--- src/rtl/frame_buffer_pkg.sv ---
// Shared frame-buffer geometry and FSM state encoding for the serial writer
// and the downstream frame-buffer reader.
package frame_buffer_pkg;

  localparam int unsigned FRAME_WIDTH  = 480;
  localparam int unsigned FRAME_HEIGHT = 360;
  localparam int unsigned FRAME_BPP    = 24;
  localparam int unsigned FB_RAM_WIDTH = 32;
  localparam int unsigned FB_RAM_DEPTH = (FRAME_WIDTH * FRAME_HEIGHT * FRAME_BPP) / FB_RAM_WIDTH;

  typedef enum logic {
    IDLE    = 1'b0,
    RECEIVE = 1'b1
  } fb_state_e;

endpackage

--- src/rtl/byte_packer.sv ---
// MSB-first byte-to-word packer: shifts bytes in and emits a registered
// word_valid pulse with the completed word the cycle after its last byte.
module byte_packer #(
  parameter int unsigned RAM_WIDTH = 32
) (
  input  logic                 clk,
  input  logic                 rst,
  input  logic                 clear,
  input  logic                 byte_valid,
  input  logic [7:0]           byte_data,
  output logic                 word_last,
  output logic                 word_valid,
  output logic [RAM_WIDTH-1:0] word
);

  localparam int unsigned BYTES_PER_WORD = RAM_WIDTH / 8;
  localparam int unsigned IDX_BITS = (BYTES_PER_WORD > 1) ? $clog2(BYTES_PER_WORD) : 1;

  logic [RAM_WIDTH-1:0] shift_q;
  logic [RAM_WIDTH-1:0] shift_next;
  logic [IDX_BITS-1:0]  idx_q;

  assign word_last = (idx_q == IDX_BITS'(BYTES_PER_WORD - 1));

  always_comb begin
    shift_next = (shift_q << 8) | RAM_WIDTH'(byte_data);
  end

  // Stale shift contents after a clear are harmless: a full word of shifts
  // overwrites every byte before the next word is emitted.
  always_ff @(posedge clk) begin
    if (rst) begin
      shift_q    <= '0;
      idx_q      <= '0;
      word_valid <= 1'b0;
      word       <= '0;
    end else begin
      word_valid <= 1'b0;
      if (clear) begin
        idx_q <= '0;
      end else if (byte_valid) begin
        shift_q <= shift_next;
        if (word_last) begin
          idx_q      <= '0;
          word_valid <= 1'b1;
          word       <= shift_next;
        end else begin
          idx_q <= idx_q + IDX_BITS'(1);
        end
      end
    end
  end

endmodule

--- src/rtl/serial_frame_writer.sv ---
// Packs the UART byte stream into RAM words and writes a frame sequentially,
// with address wrap at end of frame and inter-byte timeout abandonment.
module serial_frame_writer
  import frame_buffer_pkg::*;
#(
  parameter int unsigned RAM_WIDTH    = FB_RAM_WIDTH,
  parameter int unsigned RAM_DEPTH    = FB_RAM_DEPTH,
  parameter int unsigned BYTE_TIMEOUT = 1_000_000
) (
  input  logic                         clk,
  input  logic                         rst,
  input  logic [7:0]                   rx_data,
  input  logic                         rx_ready,
  input  logic                         frame_restart,
  output logic                         we,
  output logic [$clog2(RAM_DEPTH)-1:0] wr_addr,
  output logic [RAM_WIDTH-1:0]         wr_data,
  output logic                         busy,
  output logic                         frame_done,
  output logic                         timeout
);

  localparam int unsigned ADDR_BITS = $clog2(RAM_DEPTH);
  localparam int unsigned TO_BITS   = $clog2(BYTE_TIMEOUT + 1);

  fb_state_e            state_q, state_d;
  logic [ADDR_BITS-1:0] word_addr_q;
  logic [TO_BITS-1:0]   idle_cnt_q;
  logic                 accept;
  logic                 word_last;
  logic                 end_pulse;
  logic                 expire;
  logic                 clear;
  logic                 last_slot;

  assign accept    = rx_ready && !frame_restart;
  assign end_pulse = frame_done || timeout;
  assign last_slot = (word_addr_q == ADDR_BITS'(RAM_DEPTH - 1));
  assign expire    = (state_q == RECEIVE) && !end_pulse && !rx_ready && !frame_restart &&
                     (idle_cnt_q == TO_BITS'(BYTE_TIMEOUT - 1));
  assign clear     = frame_restart || expire;
  assign busy      = (state_q == RECEIVE);

  byte_packer #(
    .RAM_WIDTH (RAM_WIDTH)
  ) u_packer (
    .clk        (clk),
    .rst        (rst),
    .clear      (clear),
    .byte_valid (accept),
    .byte_data  (rx_data),
    .word_last  (word_last),
    .word_valid (we),
    .word       (wr_data)
  );

  always_ff @(posedge clk) begin
    if (rst) state_q <= IDLE;
    else     state_q <= state_d;
  end

  // The frame ends one cycle after frame_done/timeout so busy drops in the
  // cycle following the pulse; a byte in that cycle starts the next frame.
  always_comb begin
    state_d = state_q;
    unique case (state_q)
      IDLE:    if (accept) state_d = RECEIVE;
      RECEIVE: begin
        if (frame_restart)  state_d = IDLE;
        else if (end_pulse) state_d = accept ? RECEIVE : IDLE;
      end
      default: state_d = IDLE;
    endcase
  end

  // word_addr_q tracks the slot of the word being assembled; wr_addr trails
  // it by one cycle so it still holds the old address while we is high.
  always_ff @(posedge clk) begin
    if (rst) begin
      word_addr_q <= '0;
      wr_addr     <= '0;
      idle_cnt_q  <= '0;
      frame_done  <= 1'b0;
      timeout     <= 1'b0;
    end else begin
      frame_done <= accept && word_last && last_slot;
      timeout    <= expire;
      if (clear) begin
        word_addr_q <= '0;
        wr_addr     <= '0;
      end else begin
        wr_addr <= word_addr_q;
        if (accept && word_last)
          word_addr_q <= last_slot ? '0 : word_addr_q + ADDR_BITS'(1);
      end
      if (clear || accept)
        idle_cnt_q <= '0;
      else if (state_q == RECEIVE && !end_pulse)
        idle_cnt_q <= idle_cnt_q + TO_BITS'(1);
      else
        idle_cnt_q <= '0;
    end
  end

endmodule

--- config.mk ---
export PLATFORM = sky130hd
export DESIGN_NAME = serial_frame_writer
export DESIGN_NICKNAME = d
export VERILOG_FILES = /design/src/rtl/frame_buffer_pkg.sv /design/src/rtl/byte_packer.sv /design/src/rtl/serial_frame_writer.sv
export SDC_FILE = /design/constraint.sdc
export NUM_CORES = 1
export LEC_CHECK = 0
export ABC_AREA = 0
export ABC_CLOCK_PERIOD_IN_PS = 2140
export CAP_MARGIN = 20
export CORE_ASPECT_RATIO = 1.5
export CORE_MARGIN = 2
export CORE_UTILIZATION = 35
export CTS_CLUSTER_DIAMETER = 200
export DETAILED_ROUTE_END_ITERATION = 16
export PLACE_DENSITY_LB_ADDON = 0.12
export SLEW_MARGIN = 5
export SYNTH_ARGS = -nofsm -noshare
export SYNTH_HDL_FRONTEND = slang
export SYNTH_SLANG_ARGS = --single-unit
--- constraint.sdc ---
create_clock -name clk -period 2.14 [get_ports clk]
set_clock_uncertainty 0.05 [all_clocks]
set_input_delay 0.214 -clock clk [delete_from_list [all_inputs] [get_ports clk]]
set_output_delay 0.214 -clock clk [all_outputs]
set_load 0.05 [all_outputs]
After elaboration in Yosys (flattened, before gate mapping):

Index checks and enable logic that the tools add are counted.

* add/subtract/negate cells: 3
* bitwise logic cells: 5
* mux-type cells: 7
* equal/unequal tests: 3
* reductions and logical operators: 18

Operators by type and width (count)
* bitwise OR 32 x 8 -> 32 bit: 1
* adder 20 x 1 -> 20 bit, second input constant: 1
* == test 20 bit, second input constant: 1
* adder 17 x 1 -> 17 bit, second input constant: 1
* == test 17 bit, second input constant: 1
* two-way mux 17 bit: 1
* logical AND 1 bit: 7
* OR reduction 3 bit: 2
* two-way mux 1 bit: 4
* NOT 1 bit: 4
* logical NOT 1 bit: 3
* logical OR 1 bit: 3
* AND reduction 3 bit: 1
* adder 2 x 1 -> 2 bit, second input constant: 1
* == test 2 bit, second input constant: 1
* two-way mux 2 bit: 1
* one-hot mux 1 bit (2 select lines): 1
* AND reduction 2 bit: 1
* OR reduction 2 bit: 1

* register bits after elaboration: 116
* input port bits: 12
* output and inout port bits: 53

Logic depth before layout (Yosys ltp):

* depth after elaboration: 9
* mapped depth: 6
* depth with buffers taken out: 5

By module:

Synthesis repeated with hierarchy kept, for this count alone.

* cell total of the unflattened synthesis: 525
* area, all modules: 4514.3 um^2

Modules (own cells, without submodules)
* serial_frame_writer: instances 1, cells an instance 266, area each 2349.8 um^2
* byte_packer: instances 1, cells an instance 259, area each 2164.6 um^2

Worst setup path before layout:

Ideal clock, no wire load.

* path type: reg2reg
* start point: reg word_addr_q[0]
* end point: reg word_addr_q[15]
* path slack: 50 ps
* arrival time: 1910 ps
* cell stages (with the launch flop): 7
* path buffers: 1
* cells stage by stage: dfxtp_1 > ha_1 > inv_1 > or4_1 > nor3_1 > buf_4 > a211oi_1

* cells in the longest elaborated chain, start to end: 2

Ends and longest elaborated chain
* start: declaration: RTL line serial_frame_writer.sv:27 `logic [ADDR_BITS-1:0] word_addr_q;`
* start signal: assignment: RTL line serial_frame_writer.sv:94 `word_addr_q <= last_slot ? '0 : word_addr_q + ADDR_BITS'(1);`
* adder 17 x 1 -> 17 bit or == test 17 bit (tied branches): RTL line serial_frame_writer.sv:94, serial_frame_writer.sv:38
* two-way mux 17 bit *: RTL line serial_frame_writer.sv:94

Every way passes the cells marked *; elsewhere a longest branch is shown, timed or not.
A chain may end at the register's enable or synchronous reset.

Worst setup path in the final report:

* start point: reg idle_cnt_q[15]
* end point: reg wr_addr[8]

* cells in the longest elaborated chain, start to end: 4

Ends and longest elaborated chain
* start: declaration: RTL line serial_frame_writer.sv:28 `logic [TO_BITS-1:0] idle_cnt_q;`
* start signal: assignment: RTL line serial_frame_writer.sv:99 `idle_cnt_q <= idle_cnt_q + TO_BITS'(1);`
* == test 20 bit: RTL line serial_frame_writer.sv:40 `(idle_cnt_q == TO_BITS'(BYTE_TIMEOUT - 1));`
* logical AND 1 bit: RTL line serial_frame_writer.sv:39 `assign expire = (state_q == RECEIVE) && !end_pulse && !rx_ready && !frame_restart &&`
* logical OR 1 bit: RTL line serial_frame_writer.sv:41 `assign clear = frame_restart || expire;`
* OR reduction 2 bit (no line)
* end signal: assignment: RTL line serial_frame_writer.sv:92 `wr_addr <= word_addr_q;`
* end: declaration: RTL line serial_frame_writer.sv:16 `output logic [$clog2(RAM_DEPTH)-1:0] wr_addr,`

Every way passes these cells.

==> qor.log <==
qor: run_status.status finished clean
qor: cts.cts-resized-gates 0
qor: sta.worstMarginPinSlew 0.632 ns
qor: placed_design.port_buffers 64
qor: floorplan.die_area 13400 sq um
qor: finish.synthToLayoutAreaGrowth 36.4%
qor: sta.slew-limit-headroom 57.8%
qor: route.routed-via-count 3734
qor: setup_path.reg_to_reg_setup_timing_slack 0.09 ns
qor: setup_path.critical-path-slowest-cell sky130_fd_sc_hd__or4_4
qor: route.number_of_iterations_in_the_first_detailed_routing_pass 4
qor: setup_path.rr_startpoint idle_cnt_q[15]$_SDFF_PP0_
qor: global_route.grt_overflow 0
qor: power.proportion_of_power_drawn_by_the_clock_network 56.5%
qor: finish.layout.cell_area.non_filler 5970 sq um
qor: logic_synthesis.post_synthesis_average_cell_area 8.62 sq um
qor: setup_path.worst-r2r-cell-count 4
qor: cts.cts.reportedPaths.clkPinSlew 0.05 ns
qor: floorplan.row_count 50
qor: power.pwr-share-comb 2.2%
qor: power.p_per_area 885 nW/um^2
qor: sta.drv_slew 0
qor: min_path.hold_path_startpoint rst
qor: placed_design.pre_cts_slack -0.168 ns
qor: cts.post_cts_hold_buffer_count 0
qor: floorplan.standard_cell_core_area 12300 sq um
qor: power.power_switching 1.03 mW
qor: global_route.grt_start_max_net_pins 59
qor: placed_design.gp_routability_congestion 0.855
qor: global_route.grt_first_pass_wirelength 17200 microns
qor: cts.cts_tree done
qor: route.drt-wirelength-per-cell 13.9 microns
qor: finish.n_fill_cell 1199
qor: logic_synthesis.synthDistinctLibCells 41
qor: min_path.holdPathEnd busy$_SDFF_PP0_
qor: setup_path.path_max_fanout 15
qor: min_path.whs_path_depth 3
qor: power.internal_power 4.25 mW
qor: sta.finalHoldViolCount 0
qor: sta.fin_ws 0.0917 ns
qor: cts.cts_num_sinks 116
qor: route.detail_route.vias_per_cell 4.92
qor: global_route.antenna_found_initial 0
qor: finish.final_core_util 48.5%
qor: finish.mostFrequentLayoutCells 128 x sky130_fd_sc_hd__nand2_1, 116 x sky130_fd_sc_hd__dfxtp_1, 65 x sky130_fd_sc_hd__a21oi_1
qor: floorplan.floorplan.initialDensity 35.5%
qor: setup_path.cp.required 2.39 ns
qor: finish.area_of_the_multi_input_gates 1920 sq um
qor: cts.ctsHtreeMaxLevel 4
qor: global_route.gr-usage-all-layers 16.5%
qor: power.power.static_leakage 1.97 nW
qor: placed_design.post_dp_hpwl 7030 microns
qor: logic_synthesis.post-synth-top-area-cell sky130_fd_sc_hd__dfxtp_1
qor: cts.cts_max_path_buffers 2
qor: logic_synthesis.synth.yosys.seq_area_share 53.0%
qor: power.power.sequential.fraction 41.3%
qor: logic_synthesis.syn-cell-area 4380 sq um
qor: cts.cts_inserted_buffers 17
qor: sta.setup_viol_count_final 0
qor: cts.clk-insertion-delay-late 0.41 ns
qor: global_route.first_global_vias 3514
qor: run.max_cap_viol_count 0
qor: logic_synthesis.netlist.area_leader.share 53.0%
qor: sta.period_needed 2.05 ns
qor: power.netSwitchingFraction 19.5%
qor: route.route.antenna.remaining_nets 0
qor: setup_path.timing.critical_path.slowest_cell_delay 0.54 ns
qor: finish.diodes 0
qor: power.peakVddDrop 0.541 mV
qor: cts.clock_tree.root_cell sky130_fd_sc_hd__clkbuf_16
qor: sta.period_share 95.7%
qor: route.routed_wirelength 10500 microns
qor: route.drt-initial-drc-count 97
qor: sta.unrepaired_setup_endpoints_after_global_routing false
qor: setup_path.critPathTopFamily simple AND/OR/NAND/NOR gates
qor: cts.cts_post_setup_buffers_inserted 0
qor: finish.final-seq-area 2320 sq um
qor: placed_design.placed_cell_area 5330 sq um
qor: setup_path.worst_setup_path_start_kind flip-flop
qor: setup_path.r2r_end wr_addr[8]$_SDFF_PP0_
qor: setup_path.crit_chain or4b_1 > or4_4 > o21a_4 > and2_4
qor: setup_path.worstSetupPathType reg -> reg
qor: setup_path.cp.arrival 2.29 ns
qor: floorplan.ioPinCount 65
qor: setup_path.critical_path.endpoint_type flip-flop
qor: floorplan.die_w 95.3 microns
qor: logic_synthesis.postSynthCellCount 508
qor: finish.layout-drive-gt1-share 12.1%
qor: min_path.timing.hold.worst.class in -> reg
qor: sta.hold_ws 0.134 ns
qor: logic_synthesis.synth-seq-cells 116
qor: floorplan.die_h 141 microns
qor: sta.fmaxAchievable 0.488 GHz
qor: logic_synthesis.synthesized_net_count 523
qor: finish.most_common_library_cell_in_the_layout_ignoring_fill_and_taps sky130_fd_sc_hd__nand2_1
qor: logic_synthesis.synth.yosys.warnings 0
qor: logic_synthesis.synth_area_leaders sky130_fd_sc_hd__dfxtp_1 53%, sky130_fd_sc_hd__nand2_1 11%, sky130_fd_sc_hd__a21oi_1 7.4%, sky130_fd_sc_hd__xnor2_1 3.2%, sky130_fd_sc_hd__nor2_1 2.1%
qor: setup_path.worstPathBufferInverterCount 0
qor: route.drc 0
qor: finish.nNetsFinal 605
-- final cells by class --
cell class	count	area share, %
timing repair buffer	90	14.7
tap	156	3.27
sequential	116	38.9
multi-input combinational	358	32.1
clock inverter	9	2.51
clock buffer	23	8.00
inverter	7	0.440
-- worst register-to-register path, stage by stage (launching register included) --
cell and delay (ns):
sky130_fd_sc_hd__dfxtp_1 0.34, sky130_fd_sc_hd__or4b_1 0.51, sky130_fd_sc_hd__or4_4 0.55, sky130_fd_sc_hd__o21a_4 0.31, sky130_fd_sc_hd__and2_4 0.18
-- power groups by stage --
stage / clock [mW] / combinational [mW] / sequential, mW
floorplan: 0 / 0.0636 / 2.23
global placement: 0 / 0.119 / 2.23
detailed placement: 0 / 0.119 / 2.23
CTS: 3.06 / 0.119 / 2.18
global route: 3.15 / 0.130 / 2.18
finish: 2.98 / 0.117 / 2.18
-- cells in the mapped netlist --
cell / n
sky130_fd_sc_hd__nand2_1: 128
sky130_fd_sc_hd__dfxtp_1: 116
sky130_fd_sc_hd__a21oi_1: 65
sky130_fd_sc_hd__nor2_1: 24
sky130_fd_sc_hd__clkbuf_1: 17
sky130_fd_sc_hd__nor3_1: 17
sky130_fd_sc_hd__xnor2_1: 16
sky130_fd_sc_hd__nand3_1: 15
sky130_fd_sc_hd__o21ai_0: 11
sky130_fd_sc_hd__and2_1: 8
sky130_fd_sc_hd__or3_1: 8
sky130_fd_sc_hd__a211oi_1: 7
sky130_fd_sc_hd__and2_4: 7
sky130_fd_sc_hd__inv_1: 7
sky130_fd_sc_hd__nor4_1: 6
sky130_fd_sc_hd__or4_1: 6
sky130_fd_sc_hd__buf_1: 5
sky130_fd_sc_hd__nand4_1: 5
sky130_fd_sc_hd__xor2_1: 4
sky130_fd_sc_hd__and3_1: 3
sky130_fd_sc_hd__and4_1: 3
sky130_fd_sc_hd__buf_4: 3
sky130_fd_sc_hd__ha_1: 3
sky130_fd_sc_hd__o31ai_1: 3
sky130_fd_sc_hd__buf_6: 2
sky130_fd_sc_hd__nand3b_1: 2
sky130_fd_sc_hd__nand4b_1: 2
sky130_fd_sc_hd__or4b_1: 2
sky130_fd_sc_hd__and3b_1: 1
sky130_fd_sc_hd__and4b_1: 1
sky130_fd_sc_hd__mux2i_1: 1
sky130_fd_sc_hd__nand2b_1: 1
sky130_fd_sc_hd__nor2b_1: 1
sky130_fd_sc_hd__nor3b_1: 1
sky130_fd_sc_hd__nor4b_1: 1
sky130_fd_sc_hd__o211ai_4: 1
sky130_fd_sc_hd__o21a_1: 1
sky130_fd_sc_hd__o21a_4: 1
sky130_fd_sc_hd__o21ai_2: 1
sky130_fd_sc_hd__or3b_2: 1
sky130_fd_sc_hd__or4_4: 1
-- how the worst max path moves through the flow --
stage,cells past startpoint,from,to
finish,4,idle_cnt_q[15]$_SDFF_PP0_,wr_addr[8]$_SDFF_PP0_
global route,4,idle_cnt_q[15]$_SDFF_PP0_,wr_addr[16]$_SDFF_PP0_
CTS,5,idle_cnt_q[0]$_SDFF_PP0_,idle_cnt_q[18]$_SDFF_PP0_
detailed placement,5,rx_ready,wr_addr[16]$_SDFF_PP0_
global placement,5,rx_ready,idle_cnt_q[1]$_SDFF_PP0_
floorplan,6,word_addr_q[0]$_SDFFE_PP0P_,word_addr_q[15]$_SDFFE_PP0P_
-- registers in the layout, summed over array words and instances (netlist names) --
register / count
busy: 1
frame_done: 1
idle_cnt_q: 20
timeout: 1
u_packer.idx_q: 2
u_packer.shift_q: 24
u_packer.word: 32
u_packer.word_valid: 1
word_addr_q: 17
wr_addr: 17
-- routing by layer --
metal | share of wire (%) | GRT usage (%) | vias to the layer above
li1 | - | - | 1885
met1 | 42 | 18.7 | 1758
met2 | 53 | 29.4 | 80
met3 | 3.6 | 4.49 | 11
met4 | 1.1 | 5.03 | 0
met5 | 0 | 0 | -
-- per-stage QoR --
step,setup TNS (ns),power (mW),cells
global route,0,5.46,759
CTS,0,5.36,759
detailed placement,-8.32,2.35,727
global placement,-7.12,2.35,727
floorplan,0,2.29,508
finish,0,5.28,759
-- kinds of logic after synthesis --
| logic type | after synthesis | share of synthesized area [%] |
|---|---|---|
| compound gates | 90 | 11.6 |
| buf+inv | 34 | 3.52 |
| xor+xnor | 20 | 4.00 |
| mux | 1 | 0.229 |
| simple gates | 244 | 26.8 |
| fa+ha+maj | 3 | 0.857 |
| flops | 116 | 53.0 |
No activity file was read; power rests on OpenSTA's default activity.
